`config.mk`:
```
export PLATFORM = sky130hd
export DESIGN_NAME = bcd_conv_arbiter_flat
export DESIGN_NICKNAME = d
export VERILOG_FILES = /design/src/rtl/bcd_pkg.sv /design/src/rtl/bcd_conv_arbiter_if.sv /design/src/rtl/bcd_add3.sv /design/src/rtl/bcd_conv_arbiter.sv /design/src/flat_wrapper.sv
export SDC_FILE = /design/constraint.sdc
export NUM_CORES = 1
export LEC_CHECK = 0
export BUFFER_PORTS_ARGS = -buffer_cell sky130_fd_sc_hd__buf_4
export CORE_ASPECT_RATIO = 0.8
export CORE_MARGIN = 10
export CORE_UTILIZATION = 35
export CTS_CLUSTER_SIZE = 40
export DETAILED_ROUTE_END_ITERATION = 7
export GPL_ROUTABILITY_DRIVEN = 0
export PLACE_DENSITY = 0.51
export SLEW_MARGIN = 20
export SYNTH_ARGS = -nofsm -noshare
export SYNTH_HDL_FRONTEND = slang
export SYNTH_HIERARCHICAL = 1
export SYNTH_SLANG_ARGS = --single-unit
```
`constraint.sdc`:
```
create_clock -name clk -period 1.6 [get_ports clk]
set_input_delay 0.08 -clock clk [delete_from_list [all_inputs] [get_ports clk]]
set_output_delay 0.08 -clock clk [all_outputs]
set_load 0.02 [all_outputs]
```
`src/rtl/bcd_pkg.sv`:
```
// Shared types and constants for the BCD conversion arbiter.
// FSM encodings, digit count, blank code and requester IDs.
package bcd_pkg;

  typedef enum logic [1:0] {
    IDLE  = 2'd0,
    SHIFT = 2'd1,
    DONE  = 2'd2
  } state_t;

  localparam int          DIGITS = 3;
  localparam logic [3:0]  BLANK  = 4'hF;
  localparam logic        ID_A   = 1'b0;
  localparam logic        ID_B   = 1'b1;

endpackage

```
`src/rtl/bcd_conv_arbiter_if.sv`:
```
// Request/response bundle between requesters, consumer and arbiter.
// master = requester/consumer side, slave = conversion arbiter.
interface bcd_conv_arbiter_if #(
  parameter int DATA_W = 8
);

  logic              req_a_valid;
  logic [DATA_W-1:0] req_a_data;
  logic              req_a_ready;
  logic              req_b_valid;
  logic [DATA_W-1:0] req_b_data;
  logic              req_b_ready;
  logic              rsp_valid;
  logic              rsp_ready;
  logic              rsp_id;
  logic [3:0]        rsp_unos;
  logic [3:0]        rsp_dieces;
  logic [3:0]        rsp_cientos;
  logic              busy;

  modport master (
    output req_a_valid, req_a_data,
    output req_b_valid, req_b_data,
    output rsp_ready,
    input  req_a_ready, req_b_ready,
    input  rsp_valid, rsp_id,
    input  rsp_unos, rsp_dieces, rsp_cientos,
    input  busy
  );

  modport slave (
    input  req_a_valid, req_a_data,
    input  req_b_valid, req_b_data,
    input  rsp_ready,
    output req_a_ready, req_b_ready,
    output rsp_valid, rsp_id,
    output rsp_unos, rsp_dieces, rsp_cientos,
    output busy
  );

endinterface

```
`src/rtl/bcd_add3.sv`:
```
// Double-dabble cell: a BCD digit >= 5 gets +3 before the shift.
// Purely combinational.
module bcd_add3 (
  input  logic [3:0] din,
  output logic [3:0] dout
);

  // correct the digit so the following shift carries into the next one
  always_comb begin
    dout = din;
    if (din >= 4'd5) dout = din + 4'd3;
  end

endmodule

```
`src/rtl/bcd_conv_arbiter.sv`:
```
// Round-robin arbiter sharing one shift-and-add-3 BCD converter.
// Optional macro BCD_ZERO_BLANK_EN blanks leading zero digits.
module bcd_conv_arbiter
  import bcd_pkg::*;
#(
  parameter int DATA_W = 8
) (
  input logic               clk,
  input logic               rst_n,
  bcd_conv_arbiter_if.slave bus
);

  localparam int DIG_W = DIGITS * 4;
  localparam int SR_W  = DIG_W + DATA_W;
  localparam int CNT_W = 4;

  state_t            state, next_state;
  logic [SR_W-1:0]   sr, sr_adj, sr_next;
  logic [CNT_W-1:0]  cnt;
  logic              last_grant;
  logic              grant_a, grant_b, grant_id;
  logic              accept, last_iter;
  logic [DATA_W-1:0] grant_data;
  logic [3:0]        u_adj, d_adj, c_adj;
  logic [3:0]        u_raw, d_raw, c_raw;
  logic [3:0]        u_out, d_out, c_out;
  logic              rsp_valid_q, rsp_id_q;
  logic [3:0]        unos_q, dieces_q, cientos_q;

  bcd_add3 u_add3_u (.din(sr[DATA_W +: 4]),     .dout(u_adj));
  bcd_add3 u_add3_d (.din(sr[DATA_W+4 +: 4]),   .dout(d_adj));
  bcd_add3 u_add3_c (.din(sr[DATA_W+8 +: 4]),   .dout(c_adj));

  // one double-dabble iteration: correct digits, then shift left
  always_comb begin
    sr_adj  = {c_adj, d_adj, u_adj, sr[DATA_W-1:0]};
    sr_next = {sr_adj[SR_W-2:0], 1'b0};
    u_raw   = sr_next[DATA_W +: 4];
    d_raw   = sr_next[DATA_W+4 +: 4];
    c_raw   = sr_next[DATA_W+8 +: 4];
  end

  // leading-zero blanking applied only at the result latch
  always_comb begin
    u_out = u_raw;
    d_out = d_raw;
    c_out = c_raw;
`ifdef BCD_ZERO_BLANK_EN
    if (c_raw == 4'd0) begin
      c_out = BLANK;
      if (d_raw == 4'd0) d_out = BLANK;
    end
`endif
  end

  // round-robin grant; readies are held low while in reset
  always_comb begin
    grant_b    = bus.req_b_valid &&
                 (!bus.req_a_valid || last_grant == ID_A);
    grant_a    = bus.req_a_valid && !grant_b;
    grant_id   = grant_b ? ID_B : ID_A;
    grant_data = grant_b ? bus.req_b_data : bus.req_a_data;
    accept     = (state == IDLE) && (grant_a || grant_b);
    last_iter  = (cnt == CNT_W'(1));
    bus.req_a_ready = rst_n && (state == IDLE) && grant_a;
    bus.req_b_ready = rst_n && (state == IDLE) && grant_b;
  end

  // state register
  always_ff @(posedge clk) begin
    if (!rst_n) state <= IDLE;
    else        state <= next_state;
  end

  // next-state logic
  always_comb begin
    next_state = state;
    unique case (state)
      IDLE:    if (accept)        next_state = SHIFT;
      SHIFT:   if (last_iter)     next_state = DONE;
      DONE:    if (bus.rsp_ready) next_state = IDLE;
      default:                    next_state = IDLE;
    endcase
  end

  // datapath: load, iterate, latch result, release on handshake
  always_ff @(posedge clk) begin
    if (!rst_n) begin
      sr          <= '0;
      cnt         <= '0;
      last_grant  <= ID_B;
      rsp_id_q    <= ID_A;
      rsp_valid_q <= 1'b0;
      unos_q      <= '0;
      dieces_q    <= '0;
      cientos_q   <= '0;
    end else begin
      unique case (state)
        IDLE: begin
          if (accept) begin
            sr         <= {{DIG_W{1'b0}}, grant_data};
            rsp_id_q   <= grant_id;
            last_grant <= grant_id;
            cnt        <= CNT_W'(DATA_W);
          end
        end
        SHIFT: begin
          sr  <= sr_next;
          cnt <= cnt - CNT_W'(1);
          if (last_iter) begin
            unos_q      <= u_out;
            dieces_q    <= d_out;
            cientos_q   <= c_out;
            rsp_valid_q <= 1'b1;
          end
        end
        DONE: begin
          if (bus.rsp_ready) rsp_valid_q <= 1'b0;
        end
        default: ;
      endcase
    end
  end

  // response outputs
  always_comb begin
    bus.rsp_valid   = rsp_valid_q;
    bus.rsp_id      = rsp_id_q;
    bus.rsp_unos    = unos_q;
    bus.rsp_dieces  = dieces_q;
    bus.rsp_cientos = cientos_q;
    bus.busy        = (state != IDLE);
  end

endmodule

```
`src/flat_wrapper.sv`:
```
// flat-port wrapper written by rule: the top's interface ports become plain ports
module bcd_conv_arbiter_flat import bcd_pkg::*;
#(
  parameter int DATA_W = 8
)
  (clk, rst_n, bus_req_a_valid, bus_req_a_data, bus_req_b_valid, bus_req_b_data, bus_rsp_ready, bus_req_a_ready, bus_req_b_ready, bus_rsp_valid, bus_rsp_id, bus_rsp_unos, bus_rsp_dieces, bus_rsp_cientos, bus_busy);
  bcd_conv_arbiter_if #(.DATA_W(DATA_W)) bus_i ();
  input logic clk;
  input logic rst_n;
  input wire logic [$bits(bus_i.req_a_valid)-1:0] bus_req_a_valid;
  input wire logic [$bits(bus_i.req_a_data)-1:0] bus_req_a_data;
  input wire logic [$bits(bus_i.req_b_valid)-1:0] bus_req_b_valid;
  input wire logic [$bits(bus_i.req_b_data)-1:0] bus_req_b_data;
  input wire logic [$bits(bus_i.rsp_ready)-1:0] bus_rsp_ready;
  output wire logic [$bits(bus_i.req_a_ready)-1:0] bus_req_a_ready;
  output wire logic [$bits(bus_i.req_b_ready)-1:0] bus_req_b_ready;
  output wire logic [$bits(bus_i.rsp_valid)-1:0] bus_rsp_valid;
  output wire logic [$bits(bus_i.rsp_id)-1:0] bus_rsp_id;
  output wire logic [$bits(bus_i.rsp_unos)-1:0] bus_rsp_unos;
  output wire logic [$bits(bus_i.rsp_dieces)-1:0] bus_rsp_dieces;
  output wire logic [$bits(bus_i.rsp_cientos)-1:0] bus_rsp_cientos;
  output wire logic [$bits(bus_i.busy)-1:0] bus_busy;
  assign bus_i.req_a_valid = bus_req_a_valid;
  assign bus_i.req_a_data = bus_req_a_data;
  assign bus_i.req_b_valid = bus_req_b_valid;
  assign bus_i.req_b_data = bus_req_b_data;
  assign bus_i.rsp_ready = bus_rsp_ready;
  assign bus_req_a_ready = bus_i.req_a_ready;
  assign bus_req_b_ready = bus_i.req_b_ready;
  assign bus_rsp_valid = bus_i.rsp_valid;
  assign bus_rsp_id = bus_i.rsp_id;
  assign bus_rsp_unos = bus_i.rsp_unos;
  assign bus_rsp_dieces = bus_i.rsp_dieces;
  assign bus_rsp_cientos = bus_i.rsp_cientos;
  assign bus_busy = bus_i.busy;
  bcd_conv_arbiter #(.DATA_W(DATA_W)) u_core (.clk(clk), .rst_n(rst_n), .bus(bus_i));
endmodule
```
==> results.py, run 1 <==
metrics = {
    "run_status": {
        "outcome": "completed",
    },
    "synthesis": {
        "synth_cells": 265,
        "netlist_area_sq_um": 2140,
        "yosys_warnings": 6,
        "syn_avg_cell_area_sq_um": 8.09,
        "syn_nets": 294,
    },
    "run": {
        "drv_cap": 0,
    },
    "routing": {
        "wl_mm": 5.80,
        "postRouteAntennaNets": 0,
        "drt_iter0_drc": 93,
        "route.detailed.drc": 0,
        "wl_per_cell_um": 15.1,
        "via_count": 1971,
        "dr.pass1.iters": 4,
        "vias_per_cell": 5.15,
    },
    "power": {
        "peakVddDrop_uv": 286,
        "total_power_mw": 2.13,
        "power_density_nw_per_um2": 794,
        "leakage_nw": 1.05,
    },
    "die": {
        "dieArea_sq_um": 9670,
        "die_h_um": 90.0,
        "rows": 25,
        "start_util_pct": 36.3,
        "die_w_um": 107,
        "coreArea_sq_um": 5910,
        "io_pins": 38,
    },
    "cells_and_area": {
        "fill_cells": 609,
        "fin_util_pct": 45.3,
        "drive_gt1_share_pct": 26.2,
        "area_delta_synth_final_pct": 24.9,
        "nets": 330,
        "diodes": 0,
    },
    "setup_path": {
        "path_cells": "inv_1 > ha_2 > nand2b_4 > a21oi_2 > buf_4 > xnor2_1 > nand2_1 > a21oi_1",
        "required_ns": 1.82,
        "slowest_stage": "dfxtp_2",
        "startpoint_type": "register",
        "r2r_slack_ns": 0.08,
        "cp.arrival_ns": 1.74,
        "path_class": "register to register",
        "path_delay_family": "flip-flops",
        "path_max_fanout": 3,
        "endpoint_kind": "register",
        "slowest_delay_ns": 0.33,
        "critPathBufInv": 2,
    },
    "sta": {
        "period_needed_ns": 1.52,
        "tns_ns": 0,
        "finalCritPeriodShare_pct": 95.2,
        "timing.final.hold_violations": 0,
        "max_freq_mhz": 656,
        "drv_slew": 0,
        "holdWs_ns": 0.0646,
        "worst_pin_slew_ns": 0.426,
        "maxSlewHeadroom_pct": 71.6,
        "finalSetupViolCount": 0,
        "fin_worst_skew_ns": 0.00403,
    },
    "clock_network": {
        "clockBufferDepth": 2,
        "cts-root-buf": "clkbuf_8",
        "clk_pin_slew_ns": 0.08,
        "cts_made_buffers": 5,
        "clk_latency_ns": 0.29,
        "htreeDepth": 2,
        "cts_tree": "done",
        "cts.sinks": 41,
    },
    "global_routing": {
        "grt_first_pass_wirelength_mm": 9.71,
        "grt.overflow.total": 0,
        "antenna_found_initial": 0,
        "grt_pass1_vias": 1968,
        "grt_start_max_net_pins": 36,
        "gr-usage-all-layers_pct": 11.8,
    },
    "min_path": {
        "hold_path.class": "input port to register",
    },
    "placed_design": {
        "port_buffers": 37,
        "dp_hpwl_mm": 4.08,
    },
}
==> layout by cell type, fill, tap and decap left out, types with 4 or more instances in the layout <==
| cell type | instances |
|---|---|
| a21oi_1 | 29 |
| buf_4 | 48 |
| clkbuf_8 | 5 |
| dfxtp_1 | 39 |
| ha_1 | 6 |
| inv_1 | 11 |
| nand2_1 | 27 |
| nand2b_1 | 5 |
| nand3_1 | 13 |
| nor2_1 | 9 |
| nor2b_1 | 6 |
| nor3_1 | 12 |
| o211ai_1 | 6 |
| o21ai_0 | 29 |
| o21ai_1 | 4 |
| o41ai_2 | 6 |
==> final timing paths <==
check                                   start                 to  depth (start not counted)
worst max-delay path            u_core/sr[13]      u_core/sr[13]                          8
worst min-delay path                    rst_n  u_core/last_grant                          2
worst max register to register  u_core/sr[13]      u_core/sr[13]                          8
worst min register to register  u_core/sr[17]      u_core/sr[17]                          2
==> metal layers <==
layer	wire length (um)	GRT usage [%]
met3	162	3.07
met5	0	0
met2	2630	18.2
met4	20	2.33
met1	2990	16.0
==> stage by stage <==
stage	std cells	setup slack [ns]	cell area, sq um
6_report	383	0.0763	2680
3_5_place_dp	374	0.0736	2540
2_1_floorplan	265	0.143	2140
3_3_place_gp	374	0.0954	2540
4_1_cts	382	0.0633	2620
5_1_grt	383	-0.0304	2680
==> worst register-to-register path, cell delays in order (launching register included) <==
cell and delay [ns]:
dfxtp_2 0.33, inv_1 0.11, ha_2 0.24, nand2b_4 0.07, a21oi_2 0.19, buf_4 0.15
xnor2_1 0.13, nand2_1 0.09, a21oi_1 0.14
==> final cells by class <==
type / count / area [sq um] / area share [%]
timing repair buffer: 50 / 400 / 15.0
multi-input combinational: 191 / 1230 / 45.8
inverter: 12 / 45.0 / 1.68
sequential: 41 / 823 / 30.7
tap: 81 / 101 / 3.79
clock buffer: 8 / 80.1 / 2.99
==> power by group <==
group / switching (mW) / internal [mW]
registers: 0.0336 / 1.06
logic: 0.209 / 0.168
clock network: 0.341 / 0.310
==> flip-flops by register name (all words and copies together), names as in the netlist <==
name / cells
u_core/bus.rsp_id: 1
u_core/last_grant: 1
u_core/bus.rsp_cientos: 4
u_core/sr: 20
u_core/state: 2
u_core/bus.rsp_unos: 4
u_core/cnt: 4
u_core/bus.rsp_valid: 1
u_core/bus.rsp_dieces: 4
==> what timing repair did <==
item / 4_1_cts / 5_1_grt
hold buffers: 0 / 0
setup buffers: 0 / 1
gates resized for setup: 0 / 13
endpoints found under the setup margin: 0 / 11
(Power assumes the default switching activity.)
==> run 2, diff against run 1 <==
- ABC_AREA: not set -> 1
==> run 2 against run 1 <==
Effect of this change:
- sequential power grew 4%
- synthesized area grew 2.6%
- cell count grew 15%
- synthesized cell count grew 22%
- largest cell class unchanged
- worst hold slack gained 0.0023 ns
- utilization shrank 1.3 points
- sequential share of layout area grew 0.31 points
- combinational power grew 39%
- via count shrank 0.15%
- fmax grew 5.2%
- critical endpoint is now bus_req_b_ready
==> results.py, run 2 <==
metrics = {
    "sta": {
        "period_needed_ns": 1.45,
        "max_freq_mhz": 690,
        "fin_worst_skew_ns": 0.00348,
        "timing.final.hold_violations": 0,
        "tns_ns": 0,
        "worst_pin_slew_ns": 0.382,
        "finalSetupViolCount": 0,
        "finalCritPeriodShare_pct": 90.5,
        "rsz0062_at_grt": "false",
        "maxSlewHeadroom_pct": 74.5,
        "fin_ws_ns": 0.152,
        "drv_slew": 0,
    },
    "placed_design": {
        "dp_hpwl_mm": 3.68,
        "place_ws_ns": 0.192,
        "dpl.cell_count": 434,
        "port_buffers": 37,
    },
    "die": {
        "rows": 25,
        "coreArea_sq_um": 6010,
        "start_util_pct": 36.6,
        "io_pins": 38,
        "dieArea_sq_um": 9870,
        "die_h_um": 90.9,
        "die_w_um": 109,
    },
    "global_routing": {
        "gr-usage-all-layers_pct": 10.3,
        "grt_start_max_net_pins": 27,
        "grt_first_pass_wirelength_mm": 8.47,
        "grt.overflow.total": 0,
        "grt_pass1_vias": 1884,
        "antenna_found_initial": 0,
    },
    "clock_network": {
        "cts.sinks": 41,
        "cts-root-buf": "clkbuf_8",
        "cts_made_buffers": 5,
        "clockBufferDepth": 2,
        "clk_pin_slew_ns": 0.07,
        "clk_latency_ns": 0.29,
        "cts_tree": "done",
        "htreeDepth": 2,
    },
    "setup_path": {
        "path_class": "register to primary output",
        "r2r-end": "u_core/bus.rsp_dieces[2]",
        "r2r_start": "u_core/sr[12]",
        "crit_start": "u_core/last_grant",
        "cp.arrival_ns": 1.37,
        "required_ns": 1.52,
        "endpoint_kind": "primary output",
        "r2r_slack_ns": 0.18,
        "startpoint_type": "register",
        "crit_end": "bus_req_b_ready",
        "ff2ff_path_depth": 8,
        "path_max_fanout": 16,
    },
    "routing": {
        "route.detailed.drc": 0,
        "routed-wl-met2_mm": 2.18,
        "postRouteAntennaNets": 0,
        "wl_mm": 4.97,
        "wl_met3_um": 247,
        "dr.pass1.iters": 4,
        "vias_per_cell": 4.46,
        "highest_layer": "met4",
        "drt_iter0_drc": 59,
        "wl_met1_mm": 2.49,
        "wl_per_cell_um": 11.3,
        "via_count": 1968,
    },
    "synthesis": {
        "synth_cells": 322,
        "syn_avg_cell_area_sq_um": 6.83,
        "syn_nets": 351,
        "yosys_warnings": 6,
        "netlist_area_sq_um": 2200,
    },
    "cells_and_area": {
        "fin_util_pct": 44.0,
        "drive_gt1_share_pct": 20.6,
        "fill_cells": 653,
        "final_cell_mix": "nand2_1 (78), inv_1 (44), nor2_1 (44), buf_4 (41), dfxtp_1 (41)",
        "layout_commonest_cell": "nand2_1",
        "largest_register_ffs": 20,
        "area_delta_synth_final_pct": 20.2,
        "seq_area_sq_um": 821,
        "nets": 389,
        "diodes": 0,
        "multiInputGateArea_sq_um": 1120,
        "regMostFlops": "u_core/sr",
        "instances_no_fill": 441,
    },
    "min_path": {
        "hold_path.class": "input port to register",
    },
    "power": {
        "power_density_nw_per_um2": 889,
        "peakVddDrop_uv": 376,
        "leakage_nw": 1.20,
    },
    "run": {
        "drv_cap": 0,
    },
    "run_status": {
        "outcome": "completed",
    },
}
-- run 2: cell type report --
| class | count | share of cell area [%] |
|---|---|---|
| multi-input cells | 221 | 42.5 |
| flip-flops and latches | 41 | 31.1 |
| repair buffers | 42 | 12.4 |
| inverters | 49 | 6.96 |
| well taps | 81 | 3.84 |
| clock buffers | 7 | 3.27 |
-- run 2: critical path, cell delays in order, from the launching register on --
cell and delay (ns):
dfxtp_1 0.34, nand2_1 0.06, nand2_2 0.22, inv_1 0.12, nand2_1 0.13, nor2_1 0.05, buf_4 0.15
-- run 2: worst min-delay path by stage --
| stage | startpoint | to | slack [ns] | cells after the start |
|---|---|---|---|---|
| final | rst_n | u_core/last_grant | 0.07 | 2 |
| after global routing | rst_n | u_core/last_grant | 0.05 | 2 |
| after CTS | rst_n | u_core/last_grant | 0.05 | 2 |
| after detailed placement | rst_n | u_core/last_grant | 0.36 | 2 |
| after global placement | rst_n | u_core/last_grant | 0.35 | 2 |
| after floorplan | rst_n | u_core/sr[9] | 0.27 | 2 |
-- run 2: through the flow --
step           instance area (sq um)  hold WS [ns]  total power [mW]
3_3_place_gp                    2550         0.354              1.69
3_5_place_dp                    2550         0.362              1.69
5_1_grt                         2640        0.0524              2.50
6_report                        2640        0.0670              2.35
4_1_cts                         2640        0.0506              2.39
2_1_floorplan                   2200         0.272              1.52
-- run 2: where the power goes --
| part | switching (mW) | total (mW) | internal (mW) |
|---|---|---|---|
| combinational | 0.317 | 0.524 | 0.207 |
| clock | 0.346 | 0.688 | 0.343 |
| sequential | 0.0426 | 1.14 | 1.09 |
-- run 2: metal layers --
metal  vias to the layer above  GRT usage, %
met5                         -             0
met3                         7          3.21
met1                       847          13.2
met2                        32          15.9
li1                       1082             -
met4                         0          3.29
-- run 2: what timing repair did --
action                     4_1_cts  5_1_grt
setup endpoints to repair        1        0
resized for setup                1        0
hold buffers                     0        0
buffers inserted                 0        0
